`config.mk`:
```
export PLATFORM = sky130hd
export DESIGN_NAME = sprite_fetch
export DESIGN_NICKNAME = d
export VERILOG_FILES = /design/src/rtl/sprite_fetch.sv
export SDC_FILE = /design/constraint.sdc
export NUM_CORES = 1
export LEC_CHECK = 0
export CAP_MARGIN = 20
export CORE_MARGIN = 1.5
export CORE_UTILIZATION = 48
export DETAILED_ROUTE_END_ITERATION = 12
export PLACE_DENSITY = 0.8
export SYNTH_ARGS = -nofsm -noshare
export SYNTH_HDL_FRONTEND = slang
export SYNTH_SLANG_ARGS = --single-unit
```
`constraint.sdc`:
```
create_clock -name clk -period 2.9 [get_ports clk]
set_input_delay 0.58 -clock clk [delete_from_list [all_inputs] [get_ports clk]]
set_output_delay 0.58 -clock clk [all_outputs]
set_load 0.02 [all_outputs]
```
`src/rtl/sprite_fetch.sv`:
```
// sprite_fetch: reads N sprite bytes from memory for a DXYN draw,
// packs them and drives a two-cycle draw strobe to the display stage.
// Ports: clk, rst_n | start, addr_i, vx, vy, n (CPU request)
//        mem_rd, mem_addr, mem_data (shared memory read port)
//        sprite_data, height, row, col, draw (to display stage)
//        busy, done (CPU stall / completion)
module sprite_fetch #(
  parameter int ADDR_W   = 12,
  parameter int MAX_ROWS = 15
) (
  input  logic                  clk,
  input  logic                  rst_n,
  input  logic                  start,
  input  logic [ADDR_W-1:0]     addr_i,
  input  logic [7:0]            vx,
  input  logic [7:0]            vy,
  input  logic [3:0]            n,
  output logic                  mem_rd,
  output logic [ADDR_W-1:0]     mem_addr,
  input  logic [7:0]            mem_data,
  output logic [MAX_ROWS*8-1:0] sprite_data,
  output logic [7:0]            height,
  output logic [7:0]            row,
  output logic [7:0]            col,
  output logic                  draw,
  output logic                  busy,
  output logic                  done
);

  typedef enum logic [2:0] {
    IDLE, FETCH, LAST, DRAW0, DRAW1, DONE
  } state_e;

  state_e                state_q, state_d;
  logic [ADDR_W-1:0]     base_q, base_d;
  logic [3:0]            k_q, k_d;
  logic [MAX_ROWS*8-1:0] spr_q, spr_d;
  logic [7:0]            height_q, height_d;
  logic [7:0]            row_q, row_d;
  logic [7:0]            col_q, col_d;
  logic                  cap_en;
  logic [3:0]            cap_idx;

  // Coordinates wrap to the 64x32 screen; upper bits are dropped.
  logic unused_ok;
  assign unused_ok = ^{vx[7:6], vy[7:5]};

  always_comb begin
    state_d  = state_q;
    base_d   = base_q;
    k_d      = k_q;
    spr_d    = spr_q;
    height_d = height_q;
    row_d    = row_q;
    col_d    = col_q;
    cap_en   = 1'b0;
    cap_idx  = 4'd0;
    mem_rd   = 1'b0;
    mem_addr = '0;
    draw     = 1'b0;
    done     = 1'b0;
    unique case (state_q)
      IDLE: begin
        if (start) begin
          base_d   = addr_i;
          height_d = {4'd0, n};
          row_d    = {3'd0, vy[4:0]};
          col_d    = {2'd0, vx[5:0]};
          spr_d    = '0;
          k_d      = 4'd0;
          state_d  = (n == 4'd0) ? DONE : FETCH;
        end
      end
      FETCH: begin
        mem_rd   = 1'b1;
        mem_addr = base_q + ADDR_W'(k_q);
        // Data for the read issued last cycle arrives now.
        cap_en   = (k_q != 4'd0);
        cap_idx  = k_q - 4'd1;
        if (k_q == height_q[3:0] - 4'd1) begin
          state_d = LAST;
        end else begin
          k_d = k_q + 4'd1;
        end
      end
      LAST: begin
        cap_en  = 1'b1;
        cap_idx = k_q;
        state_d = DRAW0;
      end
      DRAW0: begin
        draw    = 1'b1;
        state_d = DRAW1;
      end
      DRAW1: begin
        draw    = 1'b1;
        state_d = DONE;
      end
      DONE: begin
        done    = 1'b1;
        state_d = IDLE;
      end
      default: state_d = IDLE;
    endcase
    // Row 0 sits in the top byte of the bus.
    for (int i = 0; i < MAX_ROWS; i++) begin
      if (cap_en && cap_idx == 4'(i)) begin
        spr_d[(MAX_ROWS-1-i)*8 +: 8] = mem_data;
      end
    end
  end

  always_ff @(posedge clk or negedge rst_n) begin
    if (!rst_n) begin
      state_q  <= IDLE;
      base_q   <= '0;
      k_q      <= 4'd0;
      spr_q    <= '0;
      height_q <= 8'd0;
      row_q    <= 8'd0;
      col_q    <= 8'd0;
    end else begin
      state_q  <= state_d;
      base_q   <= base_d;
      k_q      <= k_d;
      spr_q    <= spr_d;
      height_q <= height_d;
      row_q    <= row_d;
      col_q    <= col_d;
    end
  end

  assign sprite_data = spr_q;
  assign height      = height_q;
  assign row         = row_q;
  assign col         = col_q;
  assign busy        = (state_q != IDLE);

endmodule

```
==> results by group, run 1 <==
Place
  • Placer congestion estimate: between 0.8 and 0.9
  • Post-DP HPWL: 12700 µm
  • Number of port buffers: ~190
  • Pre-CTS setup slack: -0.00343 ns
  • Area of placed instances: 0.00917 mm²

Clocking
  • Clk root buf: clkbuf_16
  • H-tree depth: 4
  • Hold buffer count at CTS: 0
  • Worst-path clk slew: around 0.060 ns
  • Clk_lat worst skew: 0.42 ns
  • CTS tree: built
  • CTS max path bufs: 2
  • Num Clock Sinks: ~150
  • TritonCTS buffer count: 17

STA
  • Period minus WS final: around 2.8 ns
  • Worst slew margin: 0.341
  • Setup Skew: ~0.0079 ns
  • Final setup viols: 0
  • Final worst-path cycle share: 0.956
  • Max Freq: 361 MHz
  • Slew Limit Fails: 0
  • Worst Tran Pin Value: roughly 0.99 ns
  • Worst hold slack: 0.106 ns
  • Post-route setup slack: around 0.13 ns
  • Hold Fails Final Rpt: 0

Floorplanning
  • Die height: roughly 120 µm
  • Chip width: 125 µm
  • Initial core utilization: 0.491
  • Top Ports: between 200 and 250
  • Die ar.: 0.0156 mm²
  • Num rows: 44
  • Core area: between 0.01 and 0.015 mm²

Route
  • DRC: 0
  • Initial DRC count: 269
  • DRT Wirelength: around 18000 µm
  • DRT Pass-1 Iters: 5
  • Routed wire per std cell: ~17 µm
  • Vias per inst: 5.22
  • Antenna-violating nets left: 0
  • Vias: 5504

Power and ir drop
  • Total Power: between 10 and 15 mW
  • Static leakage: just over 5 nW
  • PwrDens: about 1100 mW/mm²
  • Max VDD drop: between 0.0005 and 0.0006 V

Yosys
  • Seq/Total Area, Yosys: 0.541
  • Share of async-settable or async-resettable flops after synthesis: 1.00
  • Mean Syn Cell Area: roughly 11 µm²
  • Synth top area share: 0.541
  • Post-synth EDFFs: 0
  • Netlist area before placement: 0.00713 mm²
  • Post-synth cell types: 55
  • Synthesized instance count: around 680
  • Total of warnings raised by yosys: 0
  • Top post-synthesis cells by count: nand2_1 (202), dfrtp_1 (154), mux2i_1 (120)
  • Area contributors post-synth: dfrtp_1 (54%), mux2i_1 (17%), nand2_1 (11%)
  • Yosys reg bits: 154
  • Largest area contributor in the synthesized netlist: dfrtp_1
  • Count leader, synth: nand2_1
  • Ys flop type: dfrtp_1

Worst setup path
  • Flop2flop setup slack: ~0.23 ns
  • Crit path required time: approximately 2.3 ns
  • Crit end category: primary output
  • Worst-path cell chain: ha_1 > inv_1 > fa_1 > nor2_1 > clkdlybuf4s50_1
  • CP Data Arrival Time: 2.19 ns
  • Bufs and invs on worst path: 2
  • Slowest stage delay, CP: 0.60 ns
  • Setup CP Type: flop to primary output
  • Top Family by Delay on Critical Path: buffers and inverters
  • Crit Path Max Fanout: 2
  • Startpoint Class: flop
  • CP max stage cell: clkdlybuf4s50_1

Finish
  • Cell area after layout: approximately 0.0097 mm²
  • NumNets Final: 909
  • Share of layout cells above drive strength 1: 0.0885
  • Ant diodes: 0
  • Core Util, Final: 0.665
  • Syn-to-layout area delta: 35.6%

Global route
  • Global route overflow: 0
  • Vias in the first global route: ~5600
  • Initial antenna violation count: 0
  • GRT Total Usage: 0.240
  • First-pass GRT wire length: 29300 µm
  • Pin count of the biggest net entering global routing: 65

Hold path
  • Hold Path Class: input pin to asynchronous set/reset pin

Job
  • Maxcap violations: 0

Run status
  • Status: finished clean
==> where the power goes <==
group | internal (mW) | total, mW | switching (mW)
Combinational | 2.26 | 5.20 | 2.94
Clock | 1.08 | 1.94 | 0.857
Sequential | 2.88 | 3.35 | 0.474
Total | 6.22 | 10.5 | 4.27
==> cells by family (layout without fill, tap and decap cells) <==
kind of cell             Yosys count  in the layout  synth area share
AND/OR/NAND/NOR                  276            276             0.173
flip-flops                       154            154             0.541
multiplexers                     120            120             0.168
buffers and inverters             67            253            0.0449
AO/OA/AOI/OAI                     34             34            0.0362
XOR/XNOR                          16             16            0.0216
adder cells (fa/ha/maj)            8              8            0.0151
other                              1              9          0.000526
==> worst register-to-register path, stage by stage, from the launching register on <==
cell and delay (ns):
dfrtp_1 0.35, buf_4 0.19, inv_1 0.10, ha_1 0.32
or3b_1 0.26, a31oi_4 0.11, nor3_2 0.16, nor2b_1 0.81
mux2i_1 0.30
==> timing repair <==
| action | CTS | global route |
|---|---|---|
| setup buffers | 0 | 0 |
| resized for setup | 19 | 15 |
| setup endpoints to repair | 9 | 9 |
| pin swaps | 2 | 1 |
==> metrics by stage <==
| stage | TNS, ns | instances |
|---|---|---|
| after floorplan | 0 | 684 |
| after global placement | 0 | 1023 |
| after detailed placement | -0.00343 | 1023 |
| after CTS | 0 | 1054 |
| after global routing | -0.0000151 | 1054 |
| final | 0 | 1054 |
==> flip-flops by register name, summed over array words and instances, names as in the netlist <==
signal and flops:
row 5, base_q 12, height 4, k_q 4, col 6, sprite_data 120
state_q 3
==> placed cells by master (no fill, tap or decap), types with 2 or more instances in the layout <==
cell,synthesis,routed
conb_1,1,9
nor3_2,4,4
nor2b_1,8,7
o21ai_0,11,10
clkinv_2,0,4
a211oi_1,2,2
a21oi_1,5,3
dfrtp_1,154,154
clkbuf_1,28,3
xor2_1,4,4
clkbuf_2,0,4
or3b_1,2,2
clkbuf_16,0,17
and2_1,3,3
nor3_1,4,4
nor3b_1,5,5
mux2i_1,120,120
ha_1,7,7
buf_2,7,3
inv_1,18,18
buf_12,0,2
nor2_1,18,18
nand3_1,4,4
nand2_4,4,5
clkinv_4,0,4
nand2b_1,4,3
clkdlybuf4s50_1,0,177
a21oi_2,0,2
nand2_2,7,7
clkinvlp_4,0,3
nand2_1,202,201
xnor2_1,11,11
buf_4,10,14
nand3b_1,2,2
==> final cells by class <==
| class | instances | area (µm²) |
|---|---|---|
| Fill cell | 1116 | 4860 |
| Sequential cell | 154 | 3850 |
| Multi-Input combinational cell | 463 | 3010 |
| Timing Repair Buffer | 204 | 1990 |
| Clock buffer | 20 | 437 |
| Tap cell | 184 | 230 |
| Clock inverter | 11 | 77.6 |
| Inverter | 18 | 67.6 |
==> metal layers <==
layer | global-route usage | routed length, µm | vias up
li1 | - | - | 2583
met1 | 0.299 | 7690 | 2744
met2 | 0.396 | 9200 | 146
met3 | 0.0623 | 1020 | 31
met4 | 0.102 | 425 | 0
met5 | 0 | 0 | -
==> final timing paths <==
kind	start	endpoint	cells after the start
setup / recovery	base_q[0]$_DFFE_PN0P_	mem_addr[1]	5
hold / removal	rst_n	sprite_data[6]$_DFFE_PN0P_	1
setup reg to reg	k_q[0]$_DFFE_PN0P_	sprite_data[106]$_DFFE_PN0P_	8
hold reg to reg	col[3]$_DFFE_PN0P_	col[3]$_DFFE_PN0P_	2
max in group asynchronous	rst_n	sprite_data[87]$_DFFE_PN0P_	2
min in group clk	col[3]$_DFFE_PN0P_	col[3]$_DFFE_PN0P_	2
Power figures use the tool's default switching activity.
==> run 2, diff against run 1 <==
--- a/config.mk
+++ b/config.mk
@@ -9,7 +9,7 @@
 export CORE_MARGIN = 1.5
 export CORE_UTILIZATION = 48
 export DETAILED_ROUTE_END_ITERATION = 12
-export PLACE_DENSITY = 0.8
+export PLACE_DENSITY = 0.85
 export SYNTH_ARGS = -nofsm -noshare
 export SYNTH_HDL_FRONTEND = slang
 export SYNTH_SLANG_ARGS = --single-unit
==> results by group, run 2 (same netlist as run 1, synthesis figures left out) <==
Global route
  • First-pass GRT wire length: around 30000 µm
  • Pin count of the biggest net entering global routing: 90
  • Global route overflow: 0
  • Initial antenna violation count: 0
  • Vias in the first global route: around 5600
  • GRT Total Usage: 0.245

Place
  • Number of port buffers: 188
  • Area of placed instances: 0.00917 mm²
  • Pre-CTS setup slack: about 0.0018 ns
  • Post-DP HPWL: between 10000 and 15000 µm
  • Placer congestion estimate: between 0.7 and 0.8
  • Placed instance count: 1022

Run status
  • Status: finished clean

Worst setup path
  • Crit end category: primary output
  • Flop2flop setup slack: 0.30 ns
  • Startpoint Class: flop
  • Crit path required time: about 2.3 ns
  • Worst reg2reg path depth: 9
  • Bufs and invs on worst path: 2
  • Reg2reg end: sprite_data[109]$_DFFE_PN0P_
  • Worst-path cell chain: ha_2 > inv_1 > fa_1 > nor2b_2 > o21ai_4 > a21oi_2 > xnor2_1 > nor2_1 > buf_2
  • CP max stage cell: fa_1
  • Setup CP Type: flop to primary output
  • Slowest stage delay, CP: 0.41 ns
  • Crit Path Max Fanout: 4
  • Critical R2R Launch: k_q[0]$_DFFE_PN0P_
  • CP Data Arrival Time: around 2.2 ns
  • Top Family by Delay on Critical Path: adder cells

Hold path
  • Hold Path Class: input pin to asynchronous set/reset pin

Route
  • DRC: 0
  • DRT Pass-1 Iters: 4
  • Routed wire per std cell: approximately 18 µm
  • DRT Wirelength: between 15000 and 20000 µm
  • Vias per inst: approximately 5.2
  • Initial DRC count: 343
  • Vias: between 5000 and 6000
  • Antenna-violating nets left: 0

Floorplanning
  • Top Ports: 203
  • Die height: 125 µm
  • Core area: ~0.015 mm²
  • Die ar.: ~0.016 mm²
  • Num rows: 44
  • Initial core utilization: 0.491
  • Chip width: ~120 µm

STA
  • Hold Fails Final Rpt: 0
  • Final setup viols: 0
  • Worst slew margin: 0.326
  • Max Freq: around 360 MHz
  • Worst hold slack: 0.0792 ns
  • Setup Skew: roughly 0.012 ns
  • Period minus WS final: approximately 2.8 ns
  • Setup TNS: 0 ns
  • Final worst-path cycle share: 0.971
  • Post-route setup slack: approximately 0.085 ns
  • RSZ-0062 raised after global routing: yes
  • Slew Limit Fails: 0
  • Worst Tran Pin Value: 1.01 ns

Power and ir drop
  • Static leakage: 5.16 nW
  • Total Power: 10.8 mW
  • PwrDens: roughly 1100 mW/mm²
  • Max VDD drop: about 0.00060 V

Clocking
  • Clk root buf: clkbuf_16
  • CTS max path bufs: 2
  • Hold buffer count at CTS: 0
  • Num Clock Sinks: 154
  • TritonCTS buffer count: 17
  • H-tree depth: 4
  • Clk_lat worst skew: between 0.4 and 0.5 ns
  • Worst-path clk slew: 0.06 ns
  • CTS tree: built

Finish
  • Syn-to-layout area delta: 37.1%
  • Ant diodes: 0
  • Post-route non-filler standard cell count: 1052
  • Cell area after layout: around 0.0098 mm²
  • Share of layout cells above drive strength 1: 0.0933
  • Commonest cells after routing, fill and taps aside: nand2_1 (201), clkdlybuf4s50_1 (177), dfrtp_1 (154), mux2i_1 (120)
  • NumNets Final: around 900
  • Filler cells: 1145
  • Most common cell after layout, fill and taps aside: nand2_1
  • Core Util, Final: 0.672
  • Max reg flops: 120

Job
  • Maxcap violations: 0
run 2: timing repair:
action	4_1_cts	5_1_grt
endpoints found under the setup margin	8	10
resized for setup	18	23
pin swaps	2	0
setup buffers	1	0
run 2: worst reg2reg max path, delay by kind of cell, from the launching register on:
family / cells / cell delay, ns
compound gates: 2 / 0.32
buf+inv: 3 / 0.47
flops: 1 / 0.38
simple gates: 2 / 0.87
fa+ha+maj: 1 / 0.18
mux: 1 / 0.30
run 2: layer usage:
layer | global-route usage | routed length (µm) | part of all wire | vias to the layer above
met5 | 0 | 0 | 0 | -
met4 | 0.109 | 511 | 0.027 | 0
met3 | 0.0511 | 898 | 0.048 | 36
met2 | 0.397 | 9210 | 0.50 | 159
met1 | 0.320 | 7980 | 0.43 | 2727
li1 | - | - | - | 2567
run 2: layout make-up:
type,instances,area [µm²],share of cell area
Clock buffer,21,460,0.0471
Clock inverter,8,121,0.0124
Inverter,18,67.6,0.00691
Multi-Input combinational cell,463,3040,0.311
Sequential cell,154,3850,0.394
Tap cell,184,230,0.0236
Timing Repair Buffer,204,2000,0.204
run 2: report_power, final:
group          switching [mW]  total, mW  internal (mW)
Combinational            2.99       5.27           2.27
Clock                   0.838       2.22           1.38
Sequential              0.474       3.35           2.88
Total                    4.30       10.8           6.53
run 2: worst max-delay path by stage:
stage	depth (start not counted)	start	to	slack, ns
after CTS	9	k_q[0]$_DFFE_PN0P_	mem_addr[6]	-0.002
after global routing	9	base_q[0]$_DFFE_PN0P_	mem_addr[6]	-0.05
after global placement	9	base_q[0]$_DFFE_PN0P_	mem_addr[6]	0.08
after detailed placement	9	base_q[0]$_DFFE_PN0P_	mem_addr[6]	0.002
final	9	k_q[0]$_DFFE_PN0P_	mem_addr[6]	0.08
after floorplan	8	k_q[1]$_DFFE_PN0P_	mem_addr[8]	0.49
==> run 3, diff against run 2 <==
--- a/config.mk
+++ b/config.mk
@@ -10,6 +10,7 @@
 export CORE_UTILIZATION = 48
 export DETAILED_ROUTE_END_ITERATION = 12
 export PLACE_DENSITY = 0.85
+export SLEW_MARGIN = 40
 export SYNTH_ARGS = -nofsm -noshare
 export SYNTH_HDL_FRONTEND = slang
 export SYNTH_SLANG_ARGS = --single-unit
==> results by group, run 3 (same netlist as run 1, synthesis figures left out) <==
Run status
  • Status: finished clean

Place
  • Number of port buffers: approximately 190
  • Placer congestion estimate: around 0.79
  • Pre-CTS setup slack: between 0.001 and 0.0015 ns
  • Post-DP HPWL: around 13000 µm
  • Placed instance count: just over 1000

Power and ir drop
  • Max VDD drop: approximately 0.0007 V
  • Switching Fraction: 0.396
  • Sequential share of power: 0.310
  • NetSw: approximately 4.3 mW
  • Int Pwr: 6.52 mW
  • PwrDens: ~1100 mW/mm²
  • Total Power: 10.8 mW
  • Comb pwr share: 0.485
  • Clock power share: 0.205
  • Static leakage: between 5 and 6 nW

STA
  • Post-route setup slack: about 0.13 ns
  • Slew Limit Fails: 0
  • Final worst-path cycle share: 0.956
  • Period minus WS final: ~2.8 ns
  • Hold Fails Final Rpt: 0
  • Setup Skew: 0.00830 ns
  • Worst slew margin: 0.514
  • Setup TNS: 0 ns
  • Final setup viols: 0
  • Worst Tran Pin Value: 0.729 ns
  • Max Freq: ~360 MHz

Worst setup path
  • CP Data Arrival Time: around 2.2 ns
  • Startpoint Class: flop
  • Flop2flop setup slack: ~0.26 ns
  • Setup CP Type: flop to primary output
  • Crit end category: primary output
  • Crit Path Max Fanout: 4
  • Crit path required time: between 2 and 2.5 ns

Clocking
  • Clk_lat worst skew: 0.42 ns
  • TritonCTS buffer count: 17
  • H-tree depth: 4
  • Worst-path clk slew: around 0.060 ns
  • Clk root buf: clkbuf_16
  • Num Clock Sinks: between 150 and 200
  • CTS tree: built
  • CTS max path bufs: 2
  • Hold buffer count at CTS: 0

Floorplanning
  • Initial core utilization: 0.491
  • Chip width: 125 µm
  • Top Ports: approximately 200
  • Num rows: 44
  • Core area: approximately 0.015 mm²
  • Die height: approximately 120 µm
  • Die ar.: roughly 0.016 mm²

Route
  • DRT Wirelength: 18500 µm
  • Initial DRC count: about 320
  • Vias per inst: just over 5
  • Antenna-violating nets left: 0
  • DRT Pass-1 Iters: 5
  • Routed wire per std cell: around 18 µm
  • Vias: 5455
  • DRC: 0

Global route
  • Met1 Use GR: 0.304
  • GRT Total Usage: 0.244
  • First-pass GRT wire length: a little under 30000 µm
  • Busiest grt layer: met2
  • Initial antenna violation count: 0
  • Global route overflow: 0
  • Vias in the first global route: 5646
  • Pin count of the biggest net entering global routing: 90
  • GR Layer Usage met2: 0.404
  • Met3 usage: 0.0674

Finish
  • Syn-to-layout area delta: 37.0%
  • Max reg flops: 120
  • Ant diodes: 0
  • Commonest cells after routing, fill and taps aside: nand2_1 (201), clkdlybuf4s50_1 (177), dfrtp_1 (153), mux2i_1 (120)
  • Share of layout cells above drive strength 1: 0.0955
  • Post-route non-filler standard cell count: 1053
  • Most common cell after layout, fill and taps aside: nand2_1
  • NumNets Final: a little over 900

Job
  • Maxcap violations: 0

Hold path
  • Hold Path Class: input pin to asynchronous set/reset pin
[run 3: power groups by stage]
| stage | Combinational (mW) | Clock (mW) | Sequential, mW |
|---|---|---|---|
| global placement | 5.16 | 0 | 3.33 |
| detailed placement | 5.26 | 0 | 3.36 |
| global route | 5.65 | 2.33 | 3.43 |
| CTS | 5.27 | 2.24 | 3.34 |
| floorplan | 2.37 | 0 | 4.04 |
| finish | 5.24 | 2.22 | 3.34 |
[run 3: routing by layer]
| metal | wire (µm) | part of all wire |
|---|---|---|
| met3 | 1020 | 0.055 |
| met4 | 512 | 0.028 |
| met1 | 7720 | 0.42 |
| met2 | 9210 | 0.50 |
| met5 | 0 | 0 |
[run 3: path summary, 6_finish.rpt]
check                                           start                      endpoint  depth (start not counted)
worst max-delay path            base_q[3]$_DFFE_PN0P_                  mem_addr[11]                          7
worst min-delay path                            rst_n   sprite_data[81]$_DFFE_PN0P_                          1
worst max register to register     k_q[0]$_DFFE_PN0P_  sprite_data[113]$_DFFE_PN0P_                          9
worst min register to register     col[4]$_DFFE_PN0P_            col[4]$_DFFE_PN0P_                          2
max in group asynchronous                       rst_n        state_q[0]$_DFFE_PN0P_                          2
min in group clk                   col[4]$_DFFE_PN0P_            col[4]$_DFFE_PN0P_                          2
[run 3: final cells by class]
cell class | instances | area (µm²)
fillers | 1167 | 4770
flip-flops and latches | 154 | 3850
multi-input cells | 463 | 3030
well taps | 184 | 230
clock inverters | 8 | 121
inverters | 18 | 67.6
clock buffers | 21 | 460
repair buffers | 205 | 2000
[run 3: per-stage QoR]
stage,util,area (µm²),hold slack [ns]
4_1_cts,0.671,9760,0.0899
6_report,0.672,9760,0.0787
3_5_place_dp,0.631,9170,0.462
3_3_place_gp,0.631,9170,0.458
2_1_floorplan,-,7160,0.284
5_1_grt,0.672,9760,0.101
[run 3: timing repair]
action                                  4_1_cts  5_1_grt
pin swaps                                     2        2
endpoints found under the setup margin        9       10
resized for setup                            19       20
setup buffers                                 0        2
[run 3: critical path, stage by stage, from the launching register on]
cell and delay [ns]:
dfrtp_1 0.39, ha_1 0.37, o21ai_0 0.15, o21a_1 0.26
nor3b_1 0.26, xnor2_1 0.15, nor2_1 0.05, clkbuf_2 0.15
